## src/rtl/imm_gen_pipe.sv

```systemverilog
// rtl/imm_gen_pipe.sv - pipelined RISC-V immediate generator with output FIFO; IMMGEN_ZIMM_EN enables the Z (CSR uimm) format
module imm_gen_pipe #(
    parameter int XLEN     = 32,
    parameter int DEPTH    = 2,
    parameter int TAG_W    = 5,
    parameter int AUTO_SEL = 1
) (
    input  logic             clk,
    input  logic             rst,
    input  logic             flush,
    input  logic             in_valid,
    output logic             in_ready,
    input  logic [31:0]      in_inst,
    input  logic [2:0]       in_sel,
    input  logic [TAG_W-1:0] in_tag,
    output logic             out_valid,
    input  logic             out_ready,
    output logic [XLEN-1:0]  out_imm,
    output logic [2:0]       out_sel,
    output logic [TAG_W-1:0] out_tag
);

    localparam int PW = $clog2(DEPTH);
    localparam int CW = $clog2(DEPTH + 1);

    typedef enum logic [2:0] {
        FMT_NONE = 3'd0,
        FMT_I    = 3'd1,
        FMT_S    = 3'd2,
        FMT_B    = 3'd3,
        FMT_U    = 3'd4,
        FMT_J    = 3'd5,
        FMT_Z    = 3'd6,
        FMT_RSV  = 3'd7
    } fmt_e;

    fmt_e              w_fmt;
    logic [31:0]       w_imm32;
    logic              w_sext;
    logic [XLEN-1:0]   w_imm;
    logic              w_full;
    logic              w_push;
    logic              w_pop;

    logic [XLEN-1:0]   r_imm [DEPTH];
    logic [2:0]        r_sel [DEPTH];
    logic [TAG_W-1:0]  r_tag [DEPTH];
    logic [PW-1:0]     r_wr_ptr;
    logic [PW-1:0]     r_rd_ptr;
    logic [CW-1:0]     r_count;

    always_comb begin
        w_fmt = FMT_NONE;
        if (AUTO_SEL != 0) begin
            case (in_inst[6:0])
                7'b0010011, 7'b0000011, 7'b1100111: w_fmt = FMT_I;
                7'b1110011: begin
`ifdef IMMGEN_ZIMM_EN
                    w_fmt = in_inst[14] ? FMT_Z : FMT_I;
`else
                    w_fmt = FMT_I;
`endif
                end
                7'b0100011:             w_fmt = FMT_S;
                7'b1100011:             w_fmt = FMT_B;
                7'b0110111, 7'b0010111: w_fmt = FMT_U;
                7'b1101111:             w_fmt = FMT_J;
                default:                w_fmt = FMT_NONE;
            endcase
        end else begin
            case (in_sel)
                3'd1, 3'd2, 3'd3, 3'd4, 3'd5: w_fmt = fmt_e'(in_sel);
`ifdef IMMGEN_ZIMM_EN
                3'd6:    w_fmt = FMT_Z;
`endif
                default: w_fmt = FMT_NONE;
            endcase
        end
    end

    // w_imm32 already holds a 32-bit sign extension; w_sext widens it further for XLEN=64
    always_comb begin
        w_imm32 = 32'd0;
        w_sext  = 1'b1;
        case (w_fmt)
            FMT_I: w_imm32 = {{20{in_inst[31]}}, in_inst[31:20]};
            FMT_S: w_imm32 = {{20{in_inst[31]}}, in_inst[31:25], in_inst[11:7]};
            FMT_B: w_imm32 = {{19{in_inst[31]}}, in_inst[31], in_inst[7],
                              in_inst[30:25], in_inst[11:8], 1'b0};
            FMT_U: w_imm32 = {in_inst[31:12], 12'd0};
            FMT_J: w_imm32 = {{11{in_inst[31]}}, in_inst[31], in_inst[19:12],
                              in_inst[20], in_inst[30:21], 1'b0};
            FMT_Z: begin
                w_imm32 = {27'd0, in_inst[19:15]};
                w_sext  = 1'b0;
            end
            default: w_sext = 1'b0;
        endcase
        w_imm = w_sext ? XLEN'($signed(w_imm32)) : XLEN'(w_imm32);
    end

    assign w_full    = (r_count == CW'(DEPTH));
    assign in_ready  = !w_full;
    assign out_valid = (r_count != '0);
    assign w_push    = in_valid && !w_full;
    assign w_pop     = out_valid && out_ready;

    assign out_imm = r_imm[r_rd_ptr];
    assign out_sel = r_sel[r_rd_ptr];
    assign out_tag = r_tag[r_rd_ptr];

    always_ff @(posedge clk) begin
        if (rst) begin
            r_wr_ptr <= '0;
            r_rd_ptr <= '0;
            r_count  <= '0;
            for (int i = 0; i < DEPTH; i++) begin
                r_imm[i] <= '0;
                r_sel[i] <= '0;
                r_tag[i] <= '0;
            end
        end else if (flush) begin
            r_wr_ptr <= '0;
            r_rd_ptr <= '0;
            r_count  <= '0;
        end else begin
            if (w_push) begin
                r_imm[r_wr_ptr] <= w_imm;
                r_sel[r_wr_ptr] <= w_fmt;
                r_tag[r_wr_ptr] <= in_tag;
                r_wr_ptr <= (r_wr_ptr == PW'(DEPTH - 1)) ? '0 : r_wr_ptr + 1'b1;
            end
            if (w_pop) begin
                r_rd_ptr <= (r_rd_ptr == PW'(DEPTH - 1)) ? '0 : r_rd_ptr + 1'b1;
            end
            case ({w_push, w_pop})
                2'b10:   r_count <= r_count + 1'b1;
                2'b01:   r_count <= r_count - 1'b1;
                default: r_count <= r_count;
            endcase
        end
    end

endmodule

```

## config.mk

```make
export PLATFORM = sky130hd
export DESIGN_NAME = imm_gen_pipe
export DESIGN_NICKNAME = d
export VERILOG_FILES = /design/src/rtl/imm_gen_pipe.sv
export SDC_FILE = /design/constraint.sdc
export NUM_CORES = 1
export LEC_CHECK = 0
export CAP_MARGIN = 20
export CORE_MARGIN = 4
export CORE_UTILIZATION = 46
export DETAILED_ROUTE_END_ITERATION = 16
export GPL_TIMING_DRIVEN = 0
export HOLD_SLACK_MARGIN = 0.05
export PLACE_DENSITY = 0.8
export SETUP_SLACK_MARGIN = 0.4
export SYNTH_ARGS = -nofsm -noshare
export SYNTH_HDL_FRONTEND = slang
export SYNTH_SLANG_ARGS = --single-unit
```

## constraint.sdc

```tcl
create_clock -name clk -period 2.3 [get_ports clk]
set_input_delay 0.345 -clock clk [delete_from_list [all_inputs] [get_ports clk]]
set_output_delay 0.345 -clock clk [all_outputs]
set_load 0.01 [all_outputs]
```

; Word level (Yosys, flattened, before mapping)
; Memories as Yosys holds them, arrays and structs flattened. A register that Yosys moved wholly into a read port is not among the register bits.
; Cells that the tools add are included.
[classes]
n_div = 0
reduce_logical = 11
mul = 0
n_bitwise = 0
eq_ne = 18
magnitude_cmp = 0
shift = 0
muxes = 26
add_sub_neg = 4
[ops]
columns = cell, n
row1 = $pmux W32 S6, 1
row2 = $mux W32, 1
row3 = $reduce_or A32 Y1, 1
row4 = $eq A7 B7 Y1 const B, 4
row5 = $mux W1, 20
row6 = $pmux W3 S5, 1
row7 = $eq A7 B5 Y1 const B, 2
row8 = $eq A7 B6 Y1 const B, 2
row9 = $eq A3 B3 Y1 const B, 3
row10 = $eq A7 B2 Y1 const B, 1
row11 = $eq A3 B2 Y1 const B, 2
row12 = $mux W5, 1
row13 = $reduce_or A5 Y1, 1
row14 = $eq A2 B2 Y1 const B, 2
row15 = $pmux W2 S2, 1
row16 = $reduce_bool A2 Y1, 2
row17 = $reduce_or A2 Y1, 2
row18 = $reduce_or A4 Y1, 1
row19 = $eq A3 B1 Y1 const B, 1
row20 = $mux W3, 1
row21 = $reduce_or A3 Y1, 1
row22 = $add A1 B1 Y1 const B, 2
row23 = $add A2 B1 Y2 const B, 1
row24 = $eq A2 B1 Y1 const B, 1
row25 = other kinds (3), 4
[totals]
elab_cells = 65
output_inout_bits = 42
reg_bits = 4
mem_bits_ro = 0
n_memories = 3
latchBits = 0
mem_bits_rw = 80
[memory_table]
columns = memory, depth, width, rd, rd_ports_with_merged_regs, wr, line_no
row1 = r_imm, 2, 32, 1, 1, 2, 45  ; logic [XLEN-1:0] r_imm [DEPTH];
row2 = r_tag, 2, 5, 1, 1, 2, 47  ; logic [TAG_W-1:0] r_tag [DEPTH];
row3 = r_sel, 2, 3, 1, 1, 2, 46  ; logic [2:0] r_sel [DEPTH];

; Longest topological paths before layout
; Gate-level depths: netlist of run 1.
[logic_depth]
depth_word = 9
depth_mapped = 7

; Worst setup path after synthesis of run 1
; Ideal clock, no wire load.
[synth_path]
kind = register -> register
start = register r_count[0]
end = memory r_imm[0][0] (enable)
path_buffers = 1
path_stages_with_launch = 5
t_required_ns = 1.896
path_slack_ns = -0.217
setup_time_ns = 0.404
arrival_ns = 2.114
cell_sequence = dfxtp_1 nand2b_1 nand3_1 clkbuf_1 nand2b_1
[synth_lines]
columns = item, line_no
row1 = start: declaration, 50  ; logic [CW-1:0] r_count;
row2 = start signal: assignment, 137  ; 2'b10: r_count <= r_count + 1'b1;
row3 = start signal: assignment, 138  ; 2'b01: r_count <= r_count - 1'b1;
row4 = start signal: assignment, 139  ; default: r_count <= r_count;
row5 = end: declaration, 45

==> results.json, run 1 <==
{
  "outcome": "finished clean",
  "first_global_vias": 2926,
  "clk_latency_ns": 0.35,
  "antenna_found_initial": 0,
  "final_util_pct": 63.13,
  "cts_tree": "yes",
  "path_class": "flop to output pin",
  "drtIter0Drc": 105,
  "stdcell_count": 523,
  "grt_pass1_wl_um": 14510,
  "grt_max_degree": 21,
  "die_y_um": 102.8,
  "yosysSeqAreaShare_pct": 60.51,
  "r2r_cells": 4,
  "globalRouteTotalUtil_pct": 18.25,
  "initial_core_util_pct": 47.42,
  "max-vdd-ir-drop_uv": 302.3,
  "overflow": 0,
  "synth_seq_cells": 85,
  "numClockSinks": 85,
  "cp.arrival_ns": 1.66,
  "finalClockSkew_ns": 0.006816,
  "tightestPinTransition_ns": 0.6129,
  "ant_nets": 0,
  "die_x_um": 102.8,
  "via_per_inst": 5.468,
  "power_frac_clock_pct": 29.9,
  "switching_share_pct": 22.70,
  "path_clk_slew_ns": 0.07,
  "dpl.hpwl_um": 6073,
  "maxCapViolations": 0,
  "timing.setup.tns_ns": 0,
  "avgSynthCellArea_um2": 13.56,
  "start_kind": "flop",
  "clockRootBuffer": "clkbuf_8",
  "hold_end": "r_rd_ptr$_SDFFE_PP0P_",
  "p_switching_uw": 693.5,
  "cellPowerDensity_mw_per_mm2": 555.0,
  "p_comb_share_pct": 12.3,
  "drive_gt1_share_pct": 27.23,
  "layout_min_cycle_time_ns": 2.008,
  "ys_types": 47,
  "crit_fanout": 10,
  "hold_class": "flop to flop",
  "htreeDepth": 3,
  "place_congestion": 0.8713,
  "cts_buffer_depth": 2,
  "die_area_mm2": 0.01057,
  "dp_cells": 494,
  "regToRegSetupSlack_ns": 0.54,
  "min_path_cells": 2,
  "row_count": 34,
  "regToRegEndpoint": "r_imm[0][8]$_SDFFCE_PN0P_",
  "syn_inst": 305,
  "hold_viol": 0,
  "wire_per_inst_um": 17.86,
  "pwr-share-seq_pct": 57.8,
  "synth_edf_count": 80,
  "cts_buffers": 9,
  "setup_viol": 0,
  "dr.pass1.iters": 4,
  "required_ns": 1.96,
  "min_from": "r_rd_ptr$_SDFFE_PP0P_",
  "post-route-period-util_pct": 87.29,
  "p_leak_uw": 0.002518,
  "nets": 456,
  "diodes": 0,
  "fmax_mhz": 498.1,
  "wl_um": 9342,
  "core_area_mm2": 0.008721,
  "drcViolationCount": 0,
  "portBuffers": 81,
  "synthesis.area_mm2": 0.004135,
  "vias": 2860,
  "yosysWarnings": 0,
  "regToRegStartpoint": "r_wr_ptr$_SDFFE_PP0P_",
  "io_pins": 87,
  "p_int_uw": 2362,
  "slew_headroom_pct": 58.99,
  "slew_violations": 0,
  "synth_nets": 351,
  "ys_async_sr_fraction_pct": 0,
  "rsz0062_at_grt": "true",
  "syn_to_final_growth_pct": 33.13,
  "setup.worst_path.end_class": "output pin",
  "dominantRegCellSynth": "edfxtp_1"
}
==> Yosys cell counts (2+ instances only) <==
| library cell | count | area, µm² |
|---|---|---|
| edfxtp_1 | 80 | 2402 |
| mux2_2 | 40 | 450.4 |
| a21o_1 | 39 | 292.8 |
| nor2_1 | 24 | 90.09 |
| and2_1 | 17 | 106.4 |
| inv_1 | 8 | 30.03 |
| buf_2 | 7 | 35.03 |
| nand2b_1 | 6 | 37.54 |
| nor2b_1 | 6 | 37.54 |
| o21ai_0 | 6 | 30.03 |
| a21oi_1 | 5 | 25.02 |
| dfxtp_1 | 5 | 100.1 |
| nor3_1 | 5 | 25.02 |
| clkbuf_1 | 4 | 15.01 |
| o2bb2ai_1 | 4 | 35.03 |
| buf_1 | 3 | 11.26 |
| buf_4 | 3 | 22.52 |
| nand2_1 | 3 | 11.26 |
| nand4_1 | 3 | 18.77 |
| xnor2_1 | 3 | 26.28 |
| a21oi_2 | 2 | 17.52 |
| a21oi_4 | 2 | 32.53 |
| nand3b_1 | 2 | 15.01 |
| nor2_4 | 2 | 22.52 |
| nor3_2 | 2 | 20.02 |
| or2_2 | 2 | 12.51 |
| xor2_1 | 2 | 17.52 |
==> metrics by stage <==
step                hold slack, ns  setup slack (ns)  total power, µW  instance area (µm²)
floorplan                   0.4668            0.4161             1964                 4145
global placement            0.4799           -0.3552             2165                 5091
detailed placement          0.5067           -0.3752             2174                 5091
CTS                         0.5204            0.2211             3055                 5376
global route                0.5455            0.2326             3183                 5505
finish                      0.5277            0.2923             3056                 5505
==> registers in the layout, summed over array words and instances, names as in the netlist, named ones only <==
name      count
r_count       2
r_wr_ptr      1
r_sel         6
r_rd_ptr      1
r_tag        10
r_imm        64
==> final cells by class <==
class,count,area [µm²]
buffer,18,172.7
clock buffer,14,152.6
clock inverter,2,12.51
fill,678,3216
inverter,8,30.03
multi-input combinational,198,1658
sequential,85,2507
tap,108,135.1
timing repair buffer,90,837.1
==> routing by layer <==
layer,wire (µm),GRT usage (%),vias up
met5,0,0,-
met4,108,4.582,0
met3,662,5.074,12
met2,4913,32.72,105
met1,3657,21.71,1392
li1,-,-,1351
==> critical path, stage by stage, from the launching register on <==
cell	delay (ns)
dfxtp_4	0.35
buf_4	0.18
buf_12	0.16
mux2_2	0.34
dlygate4sd2_1	0.28
==> cell families after synthesis <==
logic type                 share of synthesized area [%]
buffers and inverters                              3.025
muxes                                              10.89
xor gates and xnor gates                           1.059
DFF                                                60.51
AOI/OAI and AO/OA                                  12.19
adders and majority gates                         0.3025
and+or+nand+nor                                    12.01
==> what timing repair did <==
item | in CTS | in global routing
gates resized for setup | 73 | 36
hold buffers | 0 | 0
gates cloned | 4 | 1
setup endpoints to repair | 179 | 94
setup buffers | 1 | 7
pin swaps | 0 | 5
hold endpoints to repair | 0 | 0
==> worst max-delay path by stage <==
stage	end	slack [ns]	cells after the start
floorplan	r_imm[0][0]$_SDFFCE_PN0P_	0.42	4
detailed placement	r_imm[0][19]$_SDFFCE_PN0P_	-0.38	5
global route	out_tag[2]	0.23	3
global placement	r_imm[0][6]$_SDFFCE_PN0P_	-0.36	5
finish	out_imm[3]	0.29	4
CTS	out_tag[1]	0.22	3
==> power groups by stage <==
stage	logic, µW	clock network (µW)	registers, µW
after global routing	404	1010	1770
final	375	913	1770
after detailed placement	369	0	1810
after floorplan	166	0	1800
after global placement	364	0	1800
after CTS	366	921	1770
==> layout by cell type (no fill, tap or decap), types with 4 or more instances in the layout <==
cell type,Yosys,final
nor2_1,24,24
mux2_2,40,40
nor3_1,5,4
buf_4,3,11
a21oi_1,5,5
buf_2,7,4
nor2b_1,6,6
nand2b_4,0,6
clkbuf_2,0,8
edfxtp_1,80,80
clkdlybuf4s50_1,0,36
clkbuf_8,0,10
dlygate4sd2_1,0,31
a21oi_4,2,4
buf_6,1,5
and2_1,17,16
dlymetal6s2s_1,0,7
a21o_1,39,39
inv_1,8,8
o21ai_0,6,6
clkbuf_1,4,5
Note: power is estimated with default switching activity, not from simulation.
==> inputs of run 2 (changes only) <==
Settings changed: CAP_MARGIN 20 to 25, CORE_UTILIZATION 46 to 51, PLACE_DENSITY 0.8 to 0.84.
Clock period 2.3 ns to 2.2 ns, I/O delays scaled along.
==> run 2 against run 1 <==
  * Routed wire length increased by 6.9%
  * Largest power group unchanged
  * Clock skew down 0.00055 ns
  * Critical endpoint is now out_imm[11]
  * Sequential share of layout area is 0.093 points higher
  * Critical path type unchanged
  * First-iteration DRC count is 120% higher
  * Via count rose by 4.0%
  * Design area decreased by 0.20%
  * Register-to-register slack got worse by 0.07 ns
  * Sequential power is 5% higher
==> results.json, run 2 (same netlist as run 1, synthesis figures left out) <==
{
  "dpl.hpwl_um": 6193,
  "diodes": 0,
  "slew_violations": 0,
  "wire_per_inst_um": 19.50,
  "layout_min_cycle_time_ns": 1.925,
  "core_area_mm2": 0.007807,
  "p_int_uw": 2544,
  "p_leak_uw": 0.002450,
  "fmax_mhz": 519.6,
  "cp_cell_sequence": "clkbuf_16 -> mux2_2 -> dlygate4sd2_1",
  "syn_to_final_growth_pct": 32.86,
  "maxCapViolations": 0,
  "row_count": 32,
  "largest_register_ffs": 64,
  "start_kind": "flop",
  "globalRouteTotalUtil_pct": 20.37,
  "hold_class": "flop to flop",
  "switching_share_pct": 23.43,
  "slowest_delay_ns": 0.41,
  "grt_max_degree": 21,
  "cellPowerDensity_mw_per_mm2": 604.8,
  "holdBufCountCts": 0,
  "worst_slack_ns": 0.2753,
  "tightestPinTransition_ns": 0.4940,
  "numClockSinks": 85,
  "hold_viol": 0,
  "drive_gt1_share_pct": 25.37,
  "power_frac_clock_pct": 32.6,
  "path_clk_slew_ns": 0.08,
  "vias": 2975,
  "final_common_cell": "edfxtp_1",
  "regArea_mm2": 0.002507,
  "layout_common_cells": "edfxtp_1 (80), dlygate4sd2_1 (45), mux2_2 (40), a21o_1 (39), clkdlybuf4s50_1 (33)",
  "overflow": 0,
  "largest_register": "r_imm",
  "die_y_um": 98.05,
  "path_depth": 3,
  "endpoint": "out_imm[11]",
  "place_congestion": 0.8307,
  "clk_latency_ns": 0.35,
  "slew_headroom_pct": 66.55,
  "drtIter0Drc": 228,
  "max-vdd-ir-drop_uv": 284.3,
  "cts_buffers": 9,
  "die_area_mm2": 0.009613,
  "crit_fanout": 10,
  "slowest_stage": "dfxtp_4",
  "regToRegEndpoint": "r_count[1]$_SDFFE_PP0P_",
  "post-place-ws_ns": -0.4706,
  "setup_viol": 0,
  "wl_um": 9984,
  "regToRegStartpoint": "r_count[1]$_SDFFE_PP0P_",
  "rsz0062_at_grt": "true",
  "path_class": "flop to output pin",
  "die_x_um": 98.05,
  "reg_top3": "r_imm: 64 flops, r_tag: 10 flops, r_sel: 6 flops",
  "first_global_vias": 2963,
  "drcViolationCount": 0,
  "dr.pass1.iters": 5,
  "report.power.total_uw": 3323,
  "clockRootBuffer": "clkbuf_8",
  "wl_met3_um": 680,
  "wl_met1_um": 3879,
  "crit_buf_inv": 2,
  "highest_layer": "met4",
  "via_per_inst": 5.811,
  "multi_input_comb_area_mm2": 0.001677,
  "io_pins": 87,
  "wl_met2_um": 5218,
  "ant_nets": 0,
  "crit_family": "buffers and inverters",
  "pwr-share-seq_pct": 55.7,
  "post-route-period-util_pct": 87.49,
  "nFillCells": 543,
  "p_switching_uw": 778.6,
  "grt_pass1_wl_um": 15460,
  "nets": 451,
  "initial_core_util_pct": 52.96,
  "portBuffers": 81,
  "dp_cells": 488,
  "r2r_cells": 5,
  "cts_tree": "yes",
  "stdcell_count": 512,
  "htreeDepth": 3,
  "p_comb_share_pct": 11.7,
  "finalClockSkew_ns": 0.006266,
  "cts_buffer_depth": 2,
  "regToRegSetupSlack_ns": 0.47,
  "cp.arrival_ns": 1.59,
  "required_ns": 1.87,
  "antenna_found_initial": 0,
  "setup.worst_path.end_class": "output pin",
  "outcome": "finished clean"
}
run 2: routing by layer:
metal / up-vias / global-route usage (%)
met1: 1457 / 25.82
met5: - / 0
met3: 21 / 3.071
li1: 1345 / -
met2: 152 / 35.34
met4: 0 / 7.561
run 2: worst min path at each step:
stage | startpoint | depth (start not counted) | endpoint | slack, ns
finish | r_rd_ptr$_SDFFE_PP0P_ | 2 | r_rd_ptr$_SDFFE_PP0P_ | 0.53
global route | r_count[0]$_SDFFE_PP0P_ | 2 | r_count[0]$_SDFFE_PP0P_ | 0.55
CTS | r_count[1]$_SDFFE_PP0P_ | 2 | r_count[1]$_SDFFE_PP0P_ | 0.52
detailed placement | r_count[1]$_SDFFE_PP0P_ | 2 | r_count[1]$_SDFFE_PP0P_ | 0.50
global placement | r_count[1]$_SDFFE_PP0P_ | 2 | r_count[1]$_SDFFE_PP0P_ | 0.48
floorplan | r_count[1]$_SDFFE_PP0P_ | 2 | r_count[1]$_SDFFE_PP0P_ | 0.47
run 2: final cells by class:
cell class / count / area share, %
Clock inverter: 6 / 1.161
Inverter: 8 / 0.5466
Multi-Input combinational cell: 200 / 30.52
Tap cell: 102 / 2.323
Timing Repair Buffer: 83 / 14.07
Sequential cell: 85 / 45.64
Clock buffer: 10 / 2.323
Buffer: 18 / 3.416
run 2: power by group through the flow:
stage | Sequential, µW | Combinational, µW | Clock (µW)
floorplan | 1880 | 175 | 0
global placement | 1880 | 383 | 0
detailed placement | 1890 | 390 | 0
CTS | 1850 | 385 | 1080
global route | 1860 | 414 | 1170
finish | 1850 | 390 | 1080
run 2: worst min-delay path: cells and delay by family, from the launching register on:
kind,cells,cell delay (ns)
XOR/XNOR,1,0.09
flip-flops,1,0.33
AND/OR/NAND/NOR,1,0.08
run 2: timing repair:
item	in CTS	in global routing
gates resized for setup	91	9
setup buffers	1	0
hold endpoints to repair	0	0
pin swaps	5	2
gates cloned	6	1
endpoints found under the setup margin	193	144
run 2: through the flow:
stage,cell area [µm²],TNS [ns],hold slack (ns),util (%)
6_report,5494,0,0.5272,70.37
3_5_place_dp,5089,-25.14,0.5012,65.18
4_1_cts,5445,0,0.5224,69.74
2_1_floorplan,4150,0,0.4668,-
5_1_grt,5494,0,0.5546,70.37
3_3_place_gp,5089,-25.10,0.4782,65.18
==> inputs of run 3 (changes only) <==
Settings changed: SETUP_SLACK_MARGIN 0.4 to 0.5.
==> run 3 against run 2 <==
  * Clock skew is essentially flat
  * Fmax grew 2.7%
  * Worst setup slack gained 0.051 ns
  * Critical path type unchanged
  * Via count grew 5.7%
  * Largest power group unchanged
==> results.json, run 3 (same netlist as run 1, synthesis figures left out) <==
{
  "p_leak_uw": 0.002648,
  "fin_area_mm2": 0.005973,
  "min_path_cells": 2,
  "hold_class": "flop to flop",
  "outcome": "finished clean",
  "fmax_mhz": 533.8,
  "die_y_um": 98.05,
  "path_class": "flop to output pin",
  "grt_pass1_wl_um": 17440,
  "crit_fanout": 5,
  "row_count": 32,
  "hold_viol": 0,
  "grt.busiest_layer": "met2",
  "drive_gt1_share_pct": 40.98,
  "dr.pass1.iters": 4,
  "drtIter0Drc": 245,
  "cts_tree": "yes",
  "via_per_inst": 5.947,
  "maxCapViolations": 0,
  "place_congestion": 0.8982,
  "final_common_cell": "edfxtp_1",
  "grt_max_degree": 21,
  "die_x_um": 98.05,
  "overflow": 0,
  "dpl.hpwl_um": 6215,
  "gr-usage-met3_pct": 4.143,
  "slew_headroom_pct": 52.85,
  "slew_violations": 0,
  "holdBufCountCts": 0,
  "cts_buffers": 9,
  "cellPowerDensity_mw_per_mm2": 600.5,
  "use_met2_pct": 40.73,
  "cp.arrival_ns": 1.54,
  "required_ns": 1.87,
  "vias": 3146,
  "start_kind": "flop",
  "regToRegStartpoint": "r_count[1]$_SDFFE_PP0P_",
  "largest_register": "r_imm",
  "cts_buffer_depth": 2,
  "first_global_vias": 3203,
  "layout_min_cycle_time_ns": 1.874,
  "regToRegSetupSlack_ns": 0.51,
  "largest_register_ffs": 64,
  "path_clk_slew_ns": 0.09,
  "clockRootBuffer": "clkbuf_8",
  "place_area_mm2": 0.005115,
  "clk_latency_ns": 0.35,
  "nFillCells": 445,
  "io_pins": 87,
  "max-vdd-ir-drop_uv": 305.1,
  "finalClockSkew_ns": 0.006428,
  "antenna_found_initial": 0,
  "portBuffers": 81,
  "post-route-period-util_pct": 85.16,
  "post-place-ws_ns": -0.2392,
  "ant_nets": 0,
  "htreeDepth": 3,
  "worst_slack_ns": 0.3265,
  "syn_to_final_growth_pct": 44.45,
  "layout_common_cells": "edfxtp_1 (80), buf_6 (41), a21o_1 (39), clkdlybuf4s50_1 (33), mux2_4 (31)",
  "nets": 468,
  "tightestPinTransition_ns": 0.6983,
  "grt_use_met1_pct": 28.92,
  "initial_core_util_pct": 52.96,
  "reg_top3": "r_imm: 64 flops, r_tag: 10 flops, r_sel: 6 flops",
  "regToRegEndpoint": "r_imm[1][30]$_SDFFCE_PN0P_",
  "globalRouteTotalUtil_pct": 23.71,
  "setup_viol": 0,
  "rsz0062_at_grt": "true",
  "diodes": 0,
  "die_area_mm2": 0.009613,
  "numClockSinks": 85,
  "drcViolationCount": 0,
  "wire_per_inst_um": 22.33,
  "r2r_cells": 7,
  "wl_um": 11810,
  "core_area_mm2": 0.007807,
  "endpoint": "out_imm[0]",
  "setup.worst_path.end_class": "output pin"
}
==> run 3: cell types whose count changed in the layout (fill, tap and decap cells not counted), moves of 5 or more <==
cell	before	now
dlygate4sd2_1	45	4
buf_6	6	41
mux2_2	40	9
mux2_4	0	31
buf_4	4	12
buf_2	5	12
clkbuf_2	0	5
==> run 3: per-layer routing <==
metal / routed length [µm] / part of all wire (%) / vias up
met3: 774 / 6.6 / 37
met4: 459 / 3.9 / 0
li1: - / - / 1375
met1: 4629 / 39 / 1560
met2: 5948 / 50 / 174
met5: 0 / 0 / -
==> run 3: repair_timing <==
action | in CTS | in global routing
pin swaps | 4 | 9
buffers inserted | 8 | 7
gates cloned | 7 | 3
gates resized for setup | 273 | 34
endpoints found under the setup margin | 195 | 160
==> run 3: power by group <==
part	internal, µW	leakage (µW)	total (µW)	switching [µW]
Sequential	1830	0.000881	1860	27.0
Combinational	259	0.00166	486	227
Clock	646	0.000106	1240	599
==> run 3: worst min-delay path by stage <==
stage | from | end | slack [ns]
floorplan | r_count[1]$_SDFFE_PP0P_ | r_count[1]$_SDFFE_PP0P_ | 0.48
global placement | r_count[1]$_SDFFE_PP0P_ | r_count[1]$_SDFFE_PP0P_ | 0.49
detailed placement | r_rd_ptr$_SDFFE_PP0P_ | flop | 0.50
CTS | in_inst[2] | r_imm[0][31]$_SDFFCE_PN0P_ | 0.51
global route | r_rd_ptr$_SDFFE_PP0P_ | flop | 0.60
finish | r_rd_ptr$_SDFFE_PP0P_ | r_rd_ptr$_SDFFE_PP0P_ | 0.55
==> run 3: cell type report <==
cell class | count | area [µm²] | area share, %
well taps | 102 | 127.6 | 2.137
inverters | 8 | 30.03 | 0.5027
multi-input cells | 199 | 1844 | 30.88
clock buffers | 9 | 123.9 | 2.074
clock inverters | 7 | 97.59 | 1.634
flip-flops and latches | 85 | 2511 | 42.04
plain buffers | 18 | 195.2 | 3.268
repair buffers | 101 | 1044 | 17.47
==> run 3: worst max-delay path, cell delays in order (launching register included) <==
cell and delay [ns]:
dfxtp_4 0.37, buf_6 0.13, buf_6 0.12, buf_16 0.13, mux2_4 0.31, buf_6 0.13
==> run 3: metrics by stage <==
step / util, % / hold WS (ns) / setup TNS (ns) / instances / power, µW
2_1_floorplan: - / 0.4787 / 0 / 305 / 2057
3_3_place_gp: 65.51 / 0.4888 / -10.63 / 488 / 2268
3_5_place_dp: 65.51 / 0.5030 / -15.89 / 488 / 2280
4_1_cts: 74.47 / 0.5118 / 0 / 519 / 3533
5_1_grt: 76.51 / 0.5984 / 0 / 529 / 3702
6_report: 76.51 / 0.5520 / 0 / 529 / 3587
